==> config.mk <==
export PLATFORM = sky130hd
export DESIGN_NAME = eda_local_max_scan_flat
export DESIGN_NICKNAME = d
export VERILOG_FILES = /design/src/rtl/eda_local_max_scan_pkg.sv /design/src/rtl/eda_local_max_scan_if.sv /design/src/rtl/eda_border_mask.sv /design/src/rtl/eda_local_max_scan.sv /design/src/flat_wrapper.sv
export SDC_FILE = /design/constraint.sdc
export NUM_CORES = 1
export LEC_CHECK = 0
export ABC_CLOCK_PERIOD_IN_PS = 3500
export CAP_MARGIN = 25
export CORE_ASPECT_RATIO = 0.5
export CORE_MARGIN = 2
export CORE_UTILIZATION = 47
export DETAILED_ROUTE_END_ITERATION = 10
export PLACE_DENSITY = 0.81
export RECOVER_POWER = 50
export SLEW_MARGIN = 10
export SYNTH_ARGS = -nofsm -noshare
export SYNTH_HDL_FRONTEND = slang
export SYNTH_SLANG_ARGS = --single-unit
==> constraint.sdc <==
create_clock -name clk -period 3.5 [get_ports clk]
set_input_delay 0.525 -clock clk [delete_from_list [all_inputs] [get_ports clk]]
set_output_delay 0.525 -clock clk [all_outputs]
set_load 0.1 [all_outputs]
==> src/rtl/eda_local_max_scan_pkg.sv <==
// Shared definitions for the local-maximum scanner.
// Holds the scan FSM state enum, the bit positions of each pixel inside the
// packed 3x3 window word, and the bit positions of each neighbour inside the
// 8-bit neighbour-valid mask produced by eda_border_mask.
package eda_pkg;

  typedef enum logic [1:0] {
    IDLE  = 2'd0,
    SCAN  = 2'd1,
    DRAIN = 2'd2,
    DONE  = 2'd3
  } scan_state_e;

  // Window slot indices (slot 8 is the most significant pixel of the word).
  localparam int IDX_UL = 8;
  localparam int IDX_U  = 7;
  localparam int IDX_UR = 6;
  localparam int IDX_L  = 5;
  localparam int IDX_C  = 4;
  localparam int IDX_R  = 3;
  localparam int IDX_DL = 2;
  localparam int IDX_D  = 1;
  localparam int IDX_DR = 0;

  // Neighbour-valid mask bits: same order as the window with the centre removed.
  localparam int NB_UL = 7;
  localparam int NB_U  = 6;
  localparam int NB_UR = 5;
  localparam int NB_L  = 4;
  localparam int NB_R  = 3;
  localparam int NB_DL = 2;
  localparam int NB_D  = 1;
  localparam int NB_DR = 0;

endpackage

==> src/rtl/eda_local_max_scan_if.sv <==
// Result stream interface of the local-maximum scanner.
// master (scanner): drives res_valid, res_addr, res_pixel, res_is_max.
// slave (consumer): drives res_ready; a word transfers when valid and ready
// are both high on a rising clock edge.
interface eda_res_if #(
  parameter int ADDR_WIDTH  = 8,
  parameter int PIXEL_WIDTH = 8
);
  logic                   res_valid;
  logic                   res_ready;
  logic [ADDR_WIDTH-1:0]  res_addr;
  logic [PIXEL_WIDTH-1:0] res_pixel;
  logic                   res_is_max;

  modport master (
    output res_valid,
    output res_addr,
    output res_pixel,
    output res_is_max,
    input  res_ready
  );

  modport slave (
    input  res_valid,
    input  res_addr,
    input  res_pixel,
    input  res_is_max,
    output res_ready
  );
endinterface

==> src/rtl/eda_border_mask.sv <==
// Combinational neighbour-valid mask for a pixel at (row, col) in an M x N image.
// Ports: row, col - position of the window centre
//        nb_valid - one bit per neighbour (bit order from eda_pkg NB_*),
//                   1 when that neighbour lies inside the image.
// The mask is derived purely from row/col so that a right-edge pixel never
// sees the first pixel of the next row as its neighbour.
module eda_border_mask
  import eda_pkg::*;
#(
  parameter int M     = 16,
  parameter int N     = 16,
  parameter int ROW_W = (N > 1) ? $clog2(N) : 1,
  parameter int COL_W = (M > 1) ? $clog2(M) : 1
) (
  input  logic [ROW_W-1:0] row,
  input  logic [COL_W-1:0] col,
  output logic [7:0]       nb_valid
);

  logic up_ok;
  logic dn_ok;
  logic lf_ok;
  logic rt_ok;

  always_comb begin
    up_ok = (row != '0);
    dn_ok = (row != ROW_W'(N - 1));
    lf_ok = (col != '0);
    rt_ok = (col != COL_W'(M - 1));

    nb_valid        = '0;
    nb_valid[NB_UL] = up_ok & lf_ok;
    nb_valid[NB_U]  = up_ok;
    nb_valid[NB_UR] = up_ok & rt_ok;
    nb_valid[NB_L]  = lf_ok;
    nb_valid[NB_R]  = rt_ok;
    nb_valid[NB_DL] = dn_ok & lf_ok;
    nb_valid[NB_D]  = dn_ok;
    nb_valid[NB_DR] = dn_ok & rt_ok;
  end

endmodule

==> src/rtl/eda_local_max_scan.sv <==
// Row-major local-maximum scanner over an M x N image.
// Ports: clk, reset (sync, active high), start (sampled in IDLE only)
//        center_addr   - registered read address into the window RAM
//        window_values - 3x3 window around center_addr, returned combinationally
//        res           - result stream (valid/ready) carrying addr, pixel, is_max
//        busy, done    - scan in progress / one-cycle completion pulse
//        max_count     - maxima found in the current or last scan
//
// state | meaning
// IDLE  | waiting for start
// SCAN  | stepping center_addr, loading one result per free output slot
// DRAIN | last address loaded, waiting for the final result to be taken
// DONE  | one-cycle done pulse, then back to IDLE
module eda_local_max_scan
  import eda_pkg::*;
#(
  parameter int M            = 16,
  parameter int N            = 16,
  parameter int PIXEL_WIDTH  = 8,
  parameter int WINDOW_WIDTH = 9,
  parameter int ADDR_WIDTH   = $clog2(M * N),
  parameter int CNT_WIDTH    = $clog2(M * N + 1)
) (
  input  logic                                clk,
  input  logic                                reset,
  input  logic                                start,
  output logic [ADDR_WIDTH-1:0]               center_addr,
  input  logic [PIXEL_WIDTH*WINDOW_WIDTH-1:0] window_values,
  eda_res_if.master                           res,
  output logic                                busy,
  output logic                                done,
  output logic [CNT_WIDTH-1:0]                max_count
);

  localparam int ROW_W = (N > 1) ? $clog2(N) : 1;
  localparam int COL_W = (M > 1) ? $clog2(M) : 1;
  localparam logic [ROW_W-1:0] ROW_LAST = ROW_W'(N - 1);
  localparam logic [COL_W-1:0] COL_LAST = COL_W'(M - 1);

  scan_state_e            state_q, state_d;
  logic [ADDR_WIDTH-1:0]  center_addr_q, center_addr_d;
  logic [ROW_W-1:0]       row_q, row_d;
  logic [COL_W-1:0]       col_q, col_d;
  logic                   res_valid_q, res_valid_d;
  logic [ADDR_WIDTH-1:0]  res_addr_q, res_addr_d;
  logic [PIXEL_WIDTH-1:0] res_pixel_q, res_pixel_d;
  logic                   res_is_max_q, res_is_max_d;
  logic [CNT_WIDTH-1:0]   max_count_q, max_count_d;

  logic [PIXEL_WIDTH-1:0] w_ul, w_u, w_ur, w_l, w_c, w_r, w_dl, w_d, w_dr;
  logic [7:0]             nb_valid;
  logic                   is_max;
  logic                   load;

  assign w_ul = window_values[IDX_UL*PIXEL_WIDTH +: PIXEL_WIDTH];
  assign w_u  = window_values[IDX_U*PIXEL_WIDTH  +: PIXEL_WIDTH];
  assign w_ur = window_values[IDX_UR*PIXEL_WIDTH +: PIXEL_WIDTH];
  assign w_l  = window_values[IDX_L*PIXEL_WIDTH  +: PIXEL_WIDTH];
  assign w_c  = window_values[IDX_C*PIXEL_WIDTH  +: PIXEL_WIDTH];
  assign w_r  = window_values[IDX_R*PIXEL_WIDTH  +: PIXEL_WIDTH];
  assign w_dl = window_values[IDX_DL*PIXEL_WIDTH +: PIXEL_WIDTH];
  assign w_d  = window_values[IDX_D*PIXEL_WIDTH  +: PIXEL_WIDTH];
  assign w_dr = window_values[IDX_DR*PIXEL_WIDTH +: PIXEL_WIDTH];

  eda_border_mask #(
    .M     (M),
    .N     (N),
    .ROW_W (ROW_W),
    .COL_W (COL_W)
  ) u_border_mask (
    .row      (row_q),
    .col      (col_q),
    .nb_valid (nb_valid)
  );

  // Out-of-image neighbours never disqualify the centre; ties still count as a maximum.
  always_comb begin
    is_max = (!nb_valid[NB_UL] || (w_ul <= w_c)) &&
             (!nb_valid[NB_U]  || (w_u  <= w_c)) &&
             (!nb_valid[NB_UR] || (w_ur <= w_c)) &&
             (!nb_valid[NB_L]  || (w_l  <= w_c)) &&
             (!nb_valid[NB_R]  || (w_r  <= w_c)) &&
             (!nb_valid[NB_DL] || (w_dl <= w_c)) &&
             (!nb_valid[NB_D]  || (w_d  <= w_c)) &&
             (!nb_valid[NB_DR] || (w_dr <= w_c));
  end

  always_comb begin
    state_d       = state_q;
    center_addr_d = center_addr_q;
    row_d         = row_q;
    col_d         = col_q;
    res_valid_d   = res_valid_q;
    res_addr_d    = res_addr_q;
    res_pixel_d   = res_pixel_q;
    res_is_max_d  = res_is_max_q;
    max_count_d   = max_count_q;
    load          = 1'b0;

    case (state_q)
      IDLE: begin
        if (start) begin
          state_d       = SCAN;
          center_addr_d = '0;
          row_d         = '0;
          col_d         = '0;
          max_count_d   = '0;
        end
      end

      SCAN: begin
        load = !res_valid_q || res.res_ready;
        if (load) begin
          res_valid_d  = 1'b1;
          res_addr_d   = center_addr_q;
          res_pixel_d  = w_c;
          res_is_max_d = is_max;
          if (is_max && (max_count_q != '1)) begin
            max_count_d = max_count_q + 1'b1;
          end
          // The last pixel leaves center_addr parked; DRAIN only waits for the hand-off.
          if ((row_q == ROW_LAST) && (col_q == COL_LAST)) begin
            state_d = DRAIN;
          end else begin
            center_addr_d = center_addr_q + 1'b1;
            if (col_q == COL_LAST) begin
              col_d = '0;
              row_d = row_q + 1'b1;
            end else begin
              col_d = col_q + 1'b1;
            end
          end
        end
      end

      DRAIN: begin
        if (res.res_ready) begin
          res_valid_d = 1'b0;
          state_d     = DONE;
        end
      end

      DONE: begin
        state_d = IDLE;
      end

      default: begin
        state_d = IDLE;
      end
    endcase
  end

  always_ff @(posedge clk) begin
    if (reset) begin
      state_q       <= IDLE;
      center_addr_q <= '0;
      row_q         <= '0;
      col_q         <= '0;
      res_valid_q   <= 1'b0;
      res_addr_q    <= '0;
      res_pixel_q   <= '0;
      res_is_max_q  <= 1'b0;
      max_count_q   <= '0;
    end else begin
      state_q       <= state_d;
      center_addr_q <= center_addr_d;
      row_q         <= row_d;
      col_q         <= col_d;
      res_valid_q   <= res_valid_d;
      res_addr_q    <= res_addr_d;
      res_pixel_q   <= res_pixel_d;
      res_is_max_q  <= res_is_max_d;
      max_count_q   <= max_count_d;
    end
  end

  assign center_addr    = center_addr_q;
  assign res.res_valid  = res_valid_q;
  assign res.res_addr   = res_addr_q;
  assign res.res_pixel  = res_pixel_q;
  assign res.res_is_max = res_is_max_q;
  assign max_count      = max_count_q;
  assign busy           = (state_q == SCAN) || (state_q == DRAIN);
  assign done           = (state_q == DONE);

endmodule

==> src/flat_wrapper.sv <==
// flat-port wrapper written by rule: the top's interface ports become plain ports
module eda_local_max_scan_flat import eda_pkg::*;
#(
  parameter int M            = 16,
  parameter int N            = 16,
  parameter int PIXEL_WIDTH  = 8,
  parameter int WINDOW_WIDTH = 9,
  parameter int ADDR_WIDTH   = $clog2(M * N),
  parameter int CNT_WIDTH    = $clog2(M * N + 1)
)
  (clk, reset, start, center_addr, window_values, busy, done, max_count, res_res_valid, res_res_addr, res_res_pixel, res_res_is_max, res_res_ready);
  eda_res_if #(.ADDR_WIDTH(ADDR_WIDTH), .PIXEL_WIDTH(PIXEL_WIDTH)) res_i ();
  input  logic clk;
  input  logic reset;
  input  logic start;
  output logic [ADDR_WIDTH-1:0] center_addr;
  input  logic [PIXEL_WIDTH*WINDOW_WIDTH-1:0] window_values;
  output logic busy;
  output logic done;
  output logic [CNT_WIDTH-1:0] max_count;
  output wire logic [$bits(res_i.res_valid)-1:0] res_res_valid;
  output wire logic [$bits(res_i.res_addr)-1:0] res_res_addr;
  output wire logic [$bits(res_i.res_pixel)-1:0] res_res_pixel;
  output wire logic [$bits(res_i.res_is_max)-1:0] res_res_is_max;
  input wire logic [$bits(res_i.res_ready)-1:0] res_res_ready;
  assign res_res_valid = res_i.res_valid;
  assign res_res_addr = res_i.res_addr;
  assign res_res_pixel = res_i.res_pixel;
  assign res_res_is_max = res_i.res_is_max;
  assign res_i.res_ready = res_res_ready;
  eda_local_max_scan #(.M(M), .N(N), .PIXEL_WIDTH(PIXEL_WIDTH), .WINDOW_WIDTH(WINDOW_WIDTH), .ADDR_WIDTH(ADDR_WIDTH), .CNT_WIDTH(CNT_WIDTH)) u_core (.clk(clk), .reset(reset), .start(start), .center_addr(center_addr), .window_values(window_values), .res(res_i), .busy(busy), .done(done), .max_count(max_count));
endmodule
==> results.txt, run 1 <==
- The run finished with clean final reports.
- In the final routed layout, each cell accounts on average for 15.4 um.
* Terminus of the critical flop-to-flop path: u_core.center_addr[6]$_SDFFE_PP0P_
* Sinks on Clock Net: 45
- Of the synthesized area, sequential elements account for 0.253.
* Master cell of the clock root buffer: sky130_fd_sc_hd__clkbuf_16
- Synth top area share: 0.264
- Htree depth: 2
- Final period demand of the worst path: around 3300 ps
- The clock reaches the later pin of the worst-skew pair after 280 ps.
* Most instantiated flip-flop cell in the synthesis netlist: sky130_fd_sc_hd__dfxtp_1
- By instance count, the cell type seen most on the critical path is sky130_fd_sc_hd__buf_4.
- Initial antenna violation count: 0
- For this run, the slowest stage of the critical path takes between 500 and 600 ps.
- Share of layout cells above drive strength 1: 0.0737
* Number of hold buffers added after cts: 0
* Fraction of power consumed by combinational cells: 0.531
* Total power consumption of the routed design: approximately 0.0024 W
* Synthesized instance count: 436
* Setup fix buffers added after clock tree synthesis: 0
* # nets final: roughly 720
- Clock transition time at the flip-flop clock pins of the worst setup and hold paths: 60 ps
- In this run the tightest slew margin relative to its limit is 0.230.
- Floorplan die area: 8330 um^2
* Sequential Power Share: 0.255
- Across the routed clock network, the largest skew measured is around 2.7 ps.
* Leakage power: 2.12 nW
- Cell-by-cell listing of the critical path: clkdlybuf4s50_1, inv_1, buf_4, ha_1, nor2b_1, o211ai_1, a21oi_1, o221ai_1, a32oi_2, or4_4, buf_4, o211a_1, a211o_1
- FMAX: 0.299 GHz
- Once detail routing completed, the nets flagged for antenna violations numbered 0.
- During I/O placement, the number of pins put on the boundary was 113.
* Pwr per Cell Area: 470 nW/um^2
* Largest cells by area after synthesis: sky130_fd_sc_hd__ha_1 26%, sky130_fd_sc_hd__dfxtp_1 25%, sky130_fd_sc_hd__a21oi_1 7.2%
- The internal power of the cells totals 0.00129 W.
- The multi-input combinational cells in the finished layout cover a total of 2520 um^2.
- Detailed Place HPWL: 8070 um
- Clock tree synthesis inserted a total of 5 buffers.
* Worst endpoint required time: 3670 ps
- Fraction of the cycle the final worst path needs: 0.955
- For this run the aggregate overflow at the end of global routing stands at 0.
- The worst-case IR drop observed on VDD is 0.764 mV.
- The count of buffers added on input and output ports is 112.
* Weighted congestion reported at the end of routability-driven placement: 0.977
- The final-report max-slew violation count is 0.
- Crit path max fanout: 4
* Kind of cell adding the most delay to the critical path: compound AO/OA/AOI/OAI gates
- The worst setup path is launched from an input port.
- Post-detailed-placement cell area: just under 5000 um^2
- Number of synthesis warnings: 0
- Leading cell types in the layout, fill and taps excluded: 95 x sky130_fd_sc_hd__clkdlybuf4s50_1, 75 x sky130_fd_sc_hd__ha_1, 68 x sky130_fd_sc_hd__nand2_1
* Synth cell types: 54
* Vias after detailed routing: about 3,700
* Class of the tightest hold or removal check: reg -> reg
* Fillers: about 570
* Setup slack of the most critical reg-to-reg path: roughly 420 ps
- Share of synthesized registers carrying an async set or reset: 0
- The number of buffers and inverters on the critical path is 4.
- Cell type with the largest total area after synthesis: sky130_fd_sc_hd__ha_1
* Total wire length after detailed routing: 10,200 um
- Critical R2R Launch: u_core.state_q[1]$_SDFFE_PP0P_
- In this run, synthesis inferred 0 flip-flops with an integrated enable.
- Worst setup path category: in -> reg
- Maximum clock path buffer count: 2
- Net switching power of the design: between 0.001 and 0.0015 W
- Dividing the synthesized area by the synthesized cell count gives between 8 and 9 um^2.
- Registers take 901 um^2.
- The area growth from synthesis to layout is 43.6%.
- Pin count of the biggest net entering global routing: 25
- In the routed layout, each cell is associated on average with a via count of 5.58.
* Instance count along the most critical hold path: 2
- The floorplan step set the die width to 127 um.
- With fillers left out, the area of the finished cells amounts to 5110 um^2.
- For this configuration, the core starts out at a cell density of 0.486.
- Worst path slowest cell: sky130_fd_sc_hd__or4_4
- Counting every net in the synthesized netlist gives 587.
* Capturing element type of the critical path: flop
* Placeable core region: 7320 um^2
- Global-route usage over all layers: 0.248
- Row generation in the floorplan step produced 22 rows.
* Cell area after synthesis: 3560 um^2
- In the routed design, unresolved DRC markers number 0.
- Final Hold Violating Endpoints: 0
- For the worst setup path, the data arrival time is 3520 ps.
- The library cell used most frequently in the layout, excluding fill and tap cells, is sky130_fd_sc_hd__clkdlybuf4s50_1.
- Number of global-route vias before repair: 3,551
- For the pin with the worst max-slew slack, the measured transition is 1160 ps.
- Total setup violations reported at the end of the flow: 0
* Total iterations of the first detailed-routing run: 4
- The die is 65.6 um tall.
- Cell depth of the worst flop-to-flop path: 12
- TritonCTS clock tree: built
* Clk pwr share: 0.215
* Switching part of the total: 0.461
- Starting DRC count in detailed routing: 241
- Counting flops and latches in the post-synthesis netlist gives 45.
- Max-cap violations in this run came to 0.
- The worst hold path terminates at u_core.res.res_is_max$_SDFFE_PP0P_.
- The number of antenna diodes in the final layout is 0.
- The worst hold path begins at u_core.res.res_is_max$_SDFFE_PP0P_.
* Global-route wire length before repair: between 15,000 and 20,000 um
==> registers in the layout (all words and copies together), names as in the netlist <==
| register | flops |
|---|---|
| u_core.res.res_is_max | 1 |
| u_core.res.res_pixel | 8 |
| u_core.res.res_valid | 1 |
| u_core.center_addr | 8 |
| u_core.state_q | 2 |
| u_core.col_q | 4 |
| u_core.row_q | 4 |
| u_core.res.res_addr | 8 |
| u_core.max_count | 9 |
==> final cells by class <==
type | instances | area share
Multi-Input combinational cell | 352 | 0.493
Clock inverter | 2 | 0.00685
Sequential cell | 45 | 0.176
Clock buffer | 5 | 0.0245
Tap cell | 96 | 0.0235
Timing Repair Buffer | 138 | 0.256
Inverter | 28 | 0.0206
==> power groups by stage <==
stage	registers, W	logic [W]	clock network (W)
2_1_floorplan	0.000869	0.000660	0
3_5_place_dp	0.000624	0.00130	0
6_report	0.000611	0.00128	0.000515
5_1_grt	0.000617	0.00139	0.000556
4_1_cts	0.000612	0.00131	0.000526
3_3_place_gp	0.000621	0.00128	0
==> worst reg2reg max path, delay by kind of cell (launching register included) <==
family | cells | cell delay, ps
simple gates | 4 | 580
fa+ha+maj | 1 | 160
xor+xnor | 1 | 140
flops | 1 | 330
buf+inv | 4 | 1520
compound gates | 2 | 230
==> kinds of logic (layout without fill, tap and decap cells) <==
group,count (synthesis),after routing,share of synthesized area
DFF,45,45,0.253
muxes,5,5,0.0155
xor gates and xnor gates,9,9,0.0221
adders and majority gates,75,75,0.264
and+or+nand+nor,157,157,0.217
buffers and inverters,39,173,0.0429
AOI/OAI and AO/OA,106,106,0.186
==> metrics by stage <==
step                worst slack (ps)  setup TNS [ps]  hold slack, ps  std cells   util
floorplan                        493               0             462        436      -
global placement               -44.0           -81.5             441        659  0.677
detailed placement              -123            -300             444        659  0.677
CTS                              164               0             452        666  0.699
global route                   -35.6           -56.2             475        666  0.698
finish                           158               0             445        666  0.698
==> cells in the mapped netlist, drive strengths merged, types with 5 or more instances <==
library cell / n
xor2: 7
nor2: 21
inv: 28
nor2b: 6
dfxtp: 45
nor3: 6
a21o: 5
nand2: 69
o21ai: 13
ha: 75
or3: 5
nand3: 9
nand4: 23
o211ai: 8
a21oi: 51
a211oi: 6
clkbuf: 7
==> worst max path at each step <==
stage / startpoint / to / slack (ps) / depth (start not counted)
after floorplan: window_values[33] / u_core.max_count[7]$_SDFFE_PP0P_ / 490 / 10
after global placement: window_values[35] / u_core.max_count[5]$_SDFFE_PP0P_ / -40 / 12
after detailed placement: window_values[33] / u_core.max_count[5]$_SDFFE_PP0P_ / -120 / 13
after CTS: window_values[33] / u_core.max_count[5]$_SDFFE_PP0P_ / 160 / 13
after global routing: window_values[33] / u_core.max_count[7]$_SDFFE_PP0P_ / -40 / 12
final: window_values[33] / u_core.max_count[5]$_SDFFE_PP0P_ / 160 / 13
==> metal layers <==
metal | part of all wire | GRT usage | vias to the layer above
li1 | - | - | 1871
met1 | 0.47 | 0.323 | 1745
met2 | 0.47 | 0.439 | 90
met3 | 0.046 | 0.0309 | 12
met4 | 0.012 | 0.0673 | 0
met5 | 0 | 0 | -
==> timing repair <==
action	in CTS	in global routing
gates resized for setup	0	2
hold endpoints to repair	0	0
endpoints found under the setup margin	0	2
(Power assumes the default switching activity.)
==> run 2, diff against run 1 <==
- ABC_CLOCK_PERIOD_IN_PS: 3500 -> default
- CORE_UTILIZATION: 47 -> 48
- CTS_CLUSTER_DIAMETER: default -> 150
- PLACE_DENSITY: 0.81 -> 0.82
- SYNTH_HIERARCHICAL: default -> 1
==> run 2 against run 1 <==
Net effect: routed wire length shrank 2.1%; first-iteration DRC count down 21%; clock skew up 5.0 ps; count of clock-buffer cells in the layout stayed put; power grew 0.18%; critical path depth shrank 3; synthesized cell count fell by 0.46%; die area down 1.1%.
==> results.txt, run 2 <==
- Post-route cell area: 4950 um^2
* FMAX: 0.307 GHz
* Detailed Place HPWL: about 7800 um
* Delay of the slowest critical-path stage: 670 ps
* Starting density of the core: 0.493
- Largest cells by area after synthesis: sky130_fd_sc_hd__ha_1 25%, sky130_fd_sc_hd__dfxtp_1 25%, sky130_fd_sc_hd__nand2_1 6.3%
* Clock transition time at the flip-flop clock pins of the worst setup and hold paths: 60 ps
- Among all cell types in the netlist, the one instantiated most often is sky130_fd_sc_hd__ha_1.
- Syn Nets: ~580
* Worst path arrival time: 3450 ps
- Most instantiated flip-flop cell in the synthesis netlist: sky130_fd_sc_hd__dfxtp_1
- Total iterations of the first detailed-routing run: 4
* Maximum resistive drop on vdd: 0.597 mV
- Master cell of the clock root buffer: sky130_fd_sc_hd__clkbuf_16
* Fraction of the cycle the final worst path needs: 0.930
- The number of hold buffers added after CTS was 0.
* CTS resizes: 0
* Cell-by-cell listing of the critical path: clkdlybuf4s50_1, inv_1, ha_1, a211oi_2, nor2_1, o221ai_2, nand2_1, or3_1, or4_1, o31ai_1
* Sinks on Clock Net: 45
- Number of synthesis warnings: 6
* RSZ-0062 raised after global routing: no
- On the final layout, the worst clock skew is 7.74 ps.
- Number of CTS-inserted buffers: 5
* Leakage power: 2.05 nW
- Per-cell via count in the routed design: 5.71
- Floorplan die area: 8240 um^2
* Flip-flop and latch count after synthesis: 45
- The netlist uses 45 different library cells.
- Global route overflow: 0
- # nets final: between 600 and 700
- The via count of the first global-routing pass came to roughly 3,600.
- In this run the cell area measured after placement is 4790 um^2.
* Outcome: finished clean
* Synthesized instance count: 434
- sky130_fd_sc_hd__ha_1 takes more of the synthesized area than any other cell.
- In this run the worst hold path is classified as reg -> reg.
- Starting DRC count in detailed routing: 191
* Capturing element type of the critical path: flop
- A synthesized cell averages around 8.3 um^2.
- Count of max-cap constraint violations: 0
- Number of enable-type register cells in the synthesized netlist: 0
* Weighted congestion reported at the end of routability-driven placement: 0.888
* Post-DR wirelength/cell: 15.7 um
- The library cell used most frequently in the layout, excluding fill and tap cells, is sky130_fd_sc_hd__clkdlybuf4s50_1.
* Worst slew margin relative to its limit: 0.230
- The number of antenna violations at the first check in global routing is 0.
* Crit path max fanout: 8
* Worst skew pair latency: 290 ps
- In this run the cell area of the synthesized design comes to 3590 um^2.
- Portion of the post-synthesis area used by sequential elements: 0.251
- Leading cell types in the layout, fill and taps excluded: 99 x sky130_fd_sc_hd__clkdlybuf4s50_1, 73 x sky130_fd_sc_hd__ha_1, 60 x sky130_fd_sc_hd__nand2_1
- Top cells by count, synth: 73 x sky130_fd_sc_hd__ha_1, 60 x sky130_fd_sc_hd__nand2_1, 45 x sky130_fd_sc_hd__dfxtp_1, 39 x sky130_fd_sc_hd__a21oi_1, 26 x sky130_fd_sc_hd__inv_1
- For this run, the total global-route usage over all layers was measured as 0.248.
- Pwr per Cell Area: 486 nW/um^2
- Total setup violations reported at the end of the flow: 0
* Htree depth: 2
- The initialized floorplan defines 22 standard-cell rows.
- Worst setup path category: in -> reg
- For this run, design rule violations remaining after detail routing come to 0.
- The number of failing hold endpoints at the final stage came to 0.
- Summing over every cut layer, the via total after detailed routing is 3,646.
- For the worst setup path, the data required time is roughly 3700 ps.
* Slew at the pin with the worst max-slew slack: 1160 ps
* Global-route wire length before repair: 16,700 um
* Horizontal extent of the die: between 100 and 150 um
- Share of synthesized registers carrying an async set or reset: 0
- The core region is 7290 um^2.
- Setup fix buffers added after clock tree synthesis: 0
- Layout Area Growth over Synthesis: 37.8%
- Die height: approximately 65 um
- Final count of pins violating max slew: 0
* Final antenna-violating net count: 0
- STA classifies the critical path startpoint as an input port.
* Maximum clock path buffer count: 2
- Port buffering added 112 buffers.
- Total wire length after detailed routing: 10,000 um
- Among all stages on the critical path, the largest delay is contributed by sky130_fd_sc_hd__or4_1.
- Synth top area share: 0.254
- In the final timing run, aggregate negative setup slack is 0 ps.
* Pin count of the biggest net entering global routing: 19
- The routed design could run at a clock period as short as 3260 ps.
- I/O pin total: about 110
* Share of layout cells above drive strength 1: 0.0350
- TritonCTS built the clock tree.
- The register with the most flip-flops in the layout has 9 of them.
* Count of inserted antenna diode cells: 0
## run 2: metal layers
metal	vias up	track usage	part of all wire	wire [um]
met2	139	0.446	0.46	4650
li1	1805	-	-	-
met1	1681	0.306	0.45	4480
met5	-	0	0	0
met4	0	0.0687	0.019	188
met3	21	0.0489	0.070	701
## run 2: cell type report
cell class / count / area [um^2]
well taps: 96 / 120
clock buffers: 5 / 125
inverters: 26 / 97.6
multi-input cells: 347 / 2510
flip-flops and latches: 45 / 901
clock inverters: 3 / 50.0
fillers: 582 / 2340
repair buffers: 117 / 1150
## run 2: path summary, 6_finish.rpt
check / from / to / slack, ps / cells past startpoint
worst max-delay path: window_values[37] / u_core/max_count[3]$_SDFFE_PP0P_ / 240 / 10
worst max register to register: u_core/max_count[0]$_SDFFE_PP0P_ / u_core/max_count[2]$_SDFFE_PP0P_ / 530 / 9
worst min register to register: u_core/res.res_pixel[0]$_SDFFE_PP0P_ / u_core/res.res_pixel[0]$_SDFFE_PP0P_ / 450 / 2
worst min-delay path: u_core/res.res_pixel[0]$_SDFFE_PP0P_ / u_core/res.res_pixel[0]$_SDFFE_PP0P_ / 450 / 2
## run 2: logic make-up after synthesis
group,Yosys count,share of synthesized area
multiplexers,4,0.0111
AO/OA/AOI/OAI,103,0.187
flip-flops,45,0.251
adder cells (fa/ha/maj),73,0.254
buffers and inverters,42,0.0505
XOR/XNOR,12,0.0292
AND/OR/NAND/NOR,155,0.218
## run 2: worst max-delay path: cells and delay by family
kind,cells,cell delay (ps)
buffers and inverters,2,660
and+or+nand+nor,4,1240
adders and majority gates,1,380
AOI/OAI and AO/OA,3,640
## run 2: per-stage QoR
step / worst slack, ps / hold slack [ps] / std cells / utilization / power [W]
6_report: 244 / 453 / 639 / 0.679 / 0.00241
4_1_cts: 285 / 458 / 639 / 0.680 / 0.00244
2_1_floorplan: 412 / 515 / 434 / - / 0.00154
3_3_place_gp: 62.7 / 443 / 631 / 0.656 / 0.00185
3_5_place_dp: 0.706 / 450 / 631 / 0.656 / 0.00187
5_1_grt: 22.7 / 471 / 639 / 0.679 / 0.00255
## run 2: report_power, final
part / switching [W] / internal (W)
combinational: 0.000827 / 0.000400
sequential: 0.0000553 / 0.000569
clock: 0.000212 / 0.000343
